## config.mk

```make
export PLATFORM = sky130hd
export DESIGN_NAME = bram_rr_port_arbiter
export DESIGN_NICKNAME = d
export VERILOG_FILES = /design/src/rtl/bram_rr_port_arbiter.sv
export SDC_FILE = /design/constraint.sdc
export NUM_CORES = 1
export LEC_CHECK = 0
export CORE_AREA = 2 2 100 102
export CTS_CLUSTER_DIAMETER = 150
export DETAILED_ROUTE_END_ITERATION = 16
export DIE_AREA = 0 0 102 104
export GPL_TIMING_DRIVEN = 1
export PLACE_DENSITY = 0.6
export SYNTH_ARGS = -nofsm -noshare
export SYNTH_HDL_FRONTEND = slang
export SYNTH_SLANG_ARGS = --single-unit
```

## constraint.sdc

```tcl
create_clock -name clk -period 4.35 [get_ports clk]
set_clock_uncertainty 0.2 [all_clocks]
set_input_delay 0.87 -clock clk [delete_from_list [all_inputs] [get_ports clk]]
set_output_delay 0.87 -clock clk [all_outputs]
set_load 0.005 [all_outputs]
```

## src/rtl/bram_rr_port_arbiter.sv

```systemverilog
// Two-requester round-robin arbiter in front of a single-port synchronous
// block RAM. Requests use a valid/ready handshake; read data returns on a
// per-requester strobe RD_LATENCY cycles after the accepting edge.
// RD_LATENCY must be 1..4 and match the attached memory's read pipeline.
module bram_rr_port_arbiter #(
  parameter int ABITS      = 10,
  parameter int DBITS      = 36,
  parameter int RD_LATENCY = 1
) (
  input  logic             clk,
  input  logic             rst_n,
  input  logic             a_valid,
  output logic             a_ready,
  input  logic             a_we,
  input  logic [ABITS-1:0] a_addr,
  input  logic [DBITS-1:0] a_wdata,
  output logic             a_rvalid,
  output logic [DBITS-1:0] a_rdata,
  input  logic             b_valid,
  output logic             b_ready,
  input  logic             b_we,
  input  logic [ABITS-1:0] b_addr,
  input  logic [DBITS-1:0] b_wdata,
  output logic             b_rvalid,
  output logic [DBITS-1:0] b_rdata,
  output logic             mem_en,
  output logic             mem_we,
  output logic [ABITS-1:0] mem_addr,
  output logic [DBITS-1:0] mem_wd,
  input  logic [DBITS-1:0] mem_rd
);

  // 0 = A granted last, 1 = B granted last
  logic last_grant;
  logic gnt_a, gnt_b;
  logic rd_issue;

  // Response pipeline: stage i holds the request accepted i edges ago
  logic [RD_LATENCY:1] vld_pipe;
  logic [RD_LATENCY:1] id_pipe;

  // Grant selection: lone requester wins, contention goes to the one not served last
  always_comb begin
    gnt_a = 1'b0;
    gnt_b = 1'b0;
    if (rst_n) begin
      if (a_valid && b_valid) begin
        gnt_a = last_grant;
        gnt_b = ~last_grant;
      end else begin
        gnt_a = a_valid;
        gnt_b = b_valid;
      end
    end
  end

  assign a_ready  = gnt_a;
  assign b_ready  = gnt_b;
  assign rd_issue = mem_en & ~mem_we;

  // RAM drive follows the granted request; A's inputs pass through when idle
  always_comb begin
    mem_en   = gnt_a | gnt_b;
    mem_we   = gnt_b ? b_we : (gnt_a & a_we);
    mem_addr = gnt_b ? b_addr : a_addr;
    mem_wd   = gnt_b ? b_wdata : a_wdata;
  end

  // Remember who was served; every grant counts, contended or not
  always_ff @(posedge clk) begin
    if (!rst_n)     last_grant <= 1'b1;
    else if (gnt_a) last_grant <= 1'b0;
    else if (gnt_b) last_grant <= 1'b1;
  end

  // Shift read tags alongside the RAM's read pipeline; reset drops in-flight reads
  always_ff @(posedge clk) begin
    if (!rst_n) begin
      vld_pipe <= '0;
      id_pipe  <= '0;
    end else begin
      vld_pipe[1] <= rd_issue;
      id_pipe[1]  <= gnt_b;
      for (int i = 2; i <= RD_LATENCY; i++) begin
        vld_pipe[i] <= vld_pipe[i-1];
        id_pipe[i]  <= id_pipe[i-1];
      end
    end
  end

  // Gating with rst_n keeps strobes low during reset even before the pipe clears
  assign a_rvalid = rst_n & vld_pipe[RD_LATENCY] & ~id_pipe[RD_LATENCY];
  assign b_rvalid = rst_n & vld_pipe[RD_LATENCY] &  id_pipe[RD_LATENCY];
  assign a_rdata  = mem_rd;
  assign b_rdata  = mem_rd;

endmodule

```

==> metrics, run 1 <==
outcome complete, no violations; Sw Pwr ~0.000075 W; Max-Cap Viols 0; library cells used by synthesis 17; core area approximately 9500 sq um; Vias/cell about 3.5; total CTS buffers 3; kind of critical path in2out; Placed Area 2424 sq um; Crit path required time 3280 ps; share of cells above drive strength 1 23.77%; Cell Pwr Density between 100 and 150 nW/um^2; n_diodes 0; Post-CTS Setup Bufs 0; post-synthesis sequential area ratio around 4.5%; relative slew slack 73.40%; post-route setup TNS 0 ps; Detailed Route Iter0 Violations 14; synthesized flop and latch total 3; R2R depth 4; top-area cell type share of the netlist area around two fifths; Tmin final between 3000 and 4000 ps; Tot GR Track Use around 7.9%; share of power burned in registers about 9.0%; antenna violations before repair 0; cts repair resizes 0; # DRC 0; Post-DP HPWL between 4000 and 5000 microns; Int Power about 0.00027 W; Yosys top cell by area buf_4; DR WL/cell between 10 and 15 microns; Root Driver clkbuf_8; Worst Setup Start Kind primary input; GRT overflow 0; GPL Wtd Cong between 0.7 and 0.8; clock latency on the worst-skew pair ~210 ps; Hold Path Cell Cnt 2; Worst setup EP type primary output; Net Count, Synth 280; Post-Syn Instances between 100 and 150; Via Count between 1k and 1.5k; unrepaired setup endpoints after global routing no; Crit Path Max Fanout 24; fin. max-slew vios 0; Die Height between 100 and 150 microns; Mapped Area ~1300 sq um; Die Area about 11000 sq um; Final Core Density about 26%; CP arrival approximately 2800 ps; peak supply drop 0.06633 mV; FF-to-FF setup slack between 3000 and 4000 ps; clock network power share 23.2%; synth-to-layout area growth 83.88%; clock slew at reported path FFs roughly 30 ps; Min-Delay Path Class reg2reg; I/O Pins between 200 and 300; Gate power share 67.8%; CTS Sinks 3; Syn Area/Cell just over 9 sq um; Static Leak 0.9797 nW; post-layout net count approximately 360; Post-CTS Hold Fix Bufs 0; largest cells by area after synthesis buf_4 41%, mux2_2 23%, mux2_4 20%, dfxtp_1 4.5%, buf_6 2.5%; period utilization 89.53%; warnings from Yosys 0; Post-DRT Antenna Nets 0; sw frac 21.96%; vias in the first global route between 1k and 1.5k; deepest clock path buffer count 2; Fin. Hold Viols 0; most frequent cells in the layout 149 x clkdlybuf4s50_1, 28 x mux2_2, 18 x mux2_4; routed wire length roughly 4800 microns; first-pass GRT wire length approximately 6600 microns; Max Fclk 256.8 MHz; Row Count 36; Initial Utilization between 10% and 20%; Die W 102 microns; commonest non-fill, non-tap cell in the layout clkdlybuf4s50_1; CTS tree done; router iterations before antenna repair 2; pin count of the biggest net entering global routing 25; IO Port Bufs around 150; design area 2469 sq um; Worst-Margin Slew between 300 and 400 ps; final-report setup violation count 0; H-tree levels 1
==> critical path, cell delays in order <==
cell and delay (ps):
clkdlybuf4s50_1 580, nand3_2 140, buf_4 360, mux2_2 390, clkdlybuf4s50_1 450
==> synthesized netlist by cell type <==
cell type	instances
buf_4	73
mux2_2	28
mux2_4	18
nand2_1	4
buf_6	3
dfxtp_1	3
o21ai_0	3
and3_1	2
buf_2	2
inv_1	2
nand2b_1	2
nand2_2	1
nand3_2	1
nand4_1	1
nand4b_1	1
nor2_1	1
o21a_1	1
==> per-layer routing <==
layer  vias to the layer above  track usage, %  wire length, microns
li1                        570               -                     -
met1                       528           8.910                  1762
met2                       115           12.64                  2074
met3                        29           3.763                   779
met4                         0           3.524                   160
met5                         -               0                     0
==> worst paths after layout <==
path	from	endpoint
worst min register to register	last_grant	last_grant
worst min-delay path	last_grant	last_grant
worst max register to register	last_grant	id_pipe
worst max-delay path	rst_n	mem_addr[9]
==> logic make-up (layout without fill, tap and decap cells) <==
family / after synthesis / in the layout / synth area share (%)
compound gates: 4 / 4 / 1.677
buf+inv: 80 / 157 / 44.64
mux: 46 / 46 / 43.62
flops: 3 / 3 / 4.474
simple gates: 13 / 13 / 5.592
==> sequential cells by signal, summed over array words and instances (netlist names) <==
name / cells
last_grant: 1
id_pipe: 1
vld_pipe: 1
==> power groups by stage <==
| stage | clock network [W] | registers (W) | logic [W] |
|---|---|---|---|
| floorplan | 0 | 0.0000306 | 0.000122 |
| global placement | 0 | 0.0000308 | 0.000233 |
| detailed placement | 0 | 0.0000310 | 0.000233 |
| CTS | 0.0000810 | 0.0000306 | 0.000236 |
| global route | 0.0000856 | 0.0000309 | 0.000247 |
| finish | 0.0000790 | 0.0000306 | 0.000231 |
==> per-stage QoR <==
step	std cells	hold slack (ps)	setup WS [ps]	total power (W)
3_5_place_dp	352	326.8	441.6	0.0002640
5_1_grt	356	381.8	366.6	0.0003640
3_3_place_gp	352	334.1	471.7	0.0002638
2_1_floorplan	146	287.3	1586	0.0001531
4_1_cts	356	344.1	430.5	0.0003474
6_report	356	339.3	455.6	0.0003402
==> cell type report <==
cell class	instances	area [sq um]
Clock buffer	4	45.04
Fill cell	1030	7081
Inverter	2	7.507
Multi-Input combinational cell	63	683.2
Sequential cell	3	60.06
Tap cell	133	166.4
Timing Repair Buffer	151	1506
(Power assumes the default switching activity.)
==> inputs of run 2 (changes only) <==
CTS_CLUSTER_SIZE = 20   (was not set)
RECOVER_POWER = 25   (was not set)
==> metrics, run 2 (synthesis results as in run 1) <==
critical path's top delay family buffers and inverters; Tot GR Track Use 7.940% (unchanged); Static Leak 0.9799 nW (about the same); Multi-input gate area 683.2 sq um (unchanged); post-layout net count 358 (unchanged); WHS Endpoint last_grant; Vias/cell 3.489 (unchanged); CTS Sinks 3 (unchanged); n_diodes 0 (unchanged); Die W 102 microns (unchanged); clock latency on the worst-skew pair 210 ps (about the same); Die Area 10610 sq um (unchanged); final-report setup violation count 0 (unchanged); FF-to-FF setup slack 3060 ps (about the same); CTS tree done; Post-CTS Hold Fix Bufs 0 (unchanged); deepest clock path buffer count 2 (unchanged); H-tree levels 1 (unchanged); outcome complete, no violations; core area 9549 sq um (unchanged); Post-DP HPWL 4022 microns (unchanged); Root Driver clkbuf_8; Detailed Route Iter0 Violations 14 (unchanged); DR WL/cell 13.42 microns (unchanged); I/O Pins 258 (unchanged); Crit path required time 3280 ps (about the same); register area 60.06 sq um (unchanged); fin. max-slew vios 0 (unchanged); worst setup margin 392.4 ps (-63.22 ps); Via Count 1242 (unchanged); most frequent cells in the layout 148 x clkdlybuf4s50_1, 28 x mux2_2, 18 x mux2_4; clock slew at reported path FFs 30 ps (about the same); pin count of the biggest net entering global routing 25 (unchanged); largest registers id_pipe (1), last_grant (1), vld_pipe (1); period utilization 90.98% (+1.5 points); synth-to-layout area growth 83.88% (unchanged); Crit Path Max Fanout 24 (unchanged); share of cells above drive strength 1 23.77% (unchanged); Max Fclk 252.7 MHz (-1.6%); antenna violations before repair 0 (unchanged); cts repair resizes 0 (unchanged); # DRC 0 (unchanged); R2R depth 4 (unchanged); peak supply drop 0.06633 mV (about the same); Final Core Density 25.85% (unchanged); first-pass GRT wire length 6561 microns (unchanged); IO Port Bufs 149 (unchanged); FF-to-FF End id_pipe; Hold Crit Start last_grant; crit-path max cell delay 600 ps (+20 ps); Post-CTS Setup Bufs 0 (unchanged); routed wire length 4777 microns (unchanged); post-route setup TNS 0 ps (unchanged); Post-DRT Antenna Nets 0 (unchanged); Min-Delay Path Class reg2reg; Worst-Margin Slew 399.0 ps (unchanged); Hold Path Cell Cnt 2 (unchanged); GPL Wtd Cong 0.7243 (unchanged); kind of critical path in2out; Fin. Hold Viols 0 (unchanged); Row Count 36 (unchanged); unrepaired setup endpoints after global routing no; Placed Cells 352 (unchanged); CP arrival 2890 ps (+70 ps); Filler cells 1030 (unchanged); router iterations before antenna repair 2 (unchanged); Cell Pwr Density 137.8 nW/um^2 (about the same); worst path cell trace dlygate4sd3_1, nand2_2, nand3_2, buf_4, mux2_2, clkdlybuf4s50_1; commonest non-fill, non-tap cell in the layout clkdlybuf4s50_1; Slowest-stage cell, CP dlygate4sd3_1; pre-CTS WS 441.6 ps (unchanged); relative slew slack 73.40% (unchanged); Initial Utilization 14.06% (unchanged); critical path buffer and inverter count 3 (unchanged); worst r2r src last_grant; total CTS buffers 3 (unchanged); vias in the first global route 1327 (unchanged); Max-Cap Viols 0 (unchanged); Worst setup EP type primary output; Tmin final 3958 ps (+63.22 ps); Die Height 104 microns (unchanged); Worst Setup Start Kind primary input; GRT overflow 0 (unchanged); Cell Count, Final, Fillers Out 356 (unchanged)
run 2: area by class of cell:
type,count,area share [%]
timing repair buffer,151,61.02
multi-input combinational,63,27.67
tap,133,6.741
sequential,3,2.433
clock buffer,4,1.825
inverter,2,0.3041
run 2: worst min-delay path: cells and delay by family (launching register included):
family          cells  cell delay, ps
flops               1             350
compound gates      1              90
simple gates        1              60
run 2: how the worst max path moves through the flow:
stage,startpoint,endpoint,slack (ps),depth (start not counted)
final,a_valid,mem_addr[9],390,6
after global routing,a_valid,mem_addr[1],290,6
after CTS,rst_n,mem_addr[9],430,5
after detailed placement,rst_n,mem_addr[9],440,5
after global placement,a_valid,mem_addr[1],470,6
after floorplan,rst_n,mem_wd[16],1590,5
run 2: metrics by stage:
| step | power, W | hold slack (ps) | cell area (sq um) |
|---|---|---|---|
| floorplan | 0.0001531 | 287.3 | 1343 |
| global placement | 0.0002638 | 334.1 | 2424 |
| detailed placement | 0.0002640 | 326.8 | 2424 |
| CTS | 0.0003474 | 344.1 | 2469 |
| global route | 0.0003638 | 381.8 | 2469 |
| finish | 0.0003401 | 339.3 | 2469 |
run 2: power by group:
group	leakage [nW]	switching, W	internal (W)	total [W]
sequential	0.0249	0.00000108	0.0000296	0.0000306
clock	0.0228	0.0000167	0.0000623	0.0000790
combinational	0.932	0.0000570	0.000173	0.000230
total	0.980	0.0000747	0.000265	0.000340
run 2: per-layer routing:
layer	part of all wire, %	wire length [microns]	GRT usage [%]	vias to the layer above
met2	43	2074	12.64	115
li1	-	-	-	570
met4	3.3	160	3.524	0
met5	0	0	0	-
met1	37	1762	8.910	528
met3	16	779	3.763	29
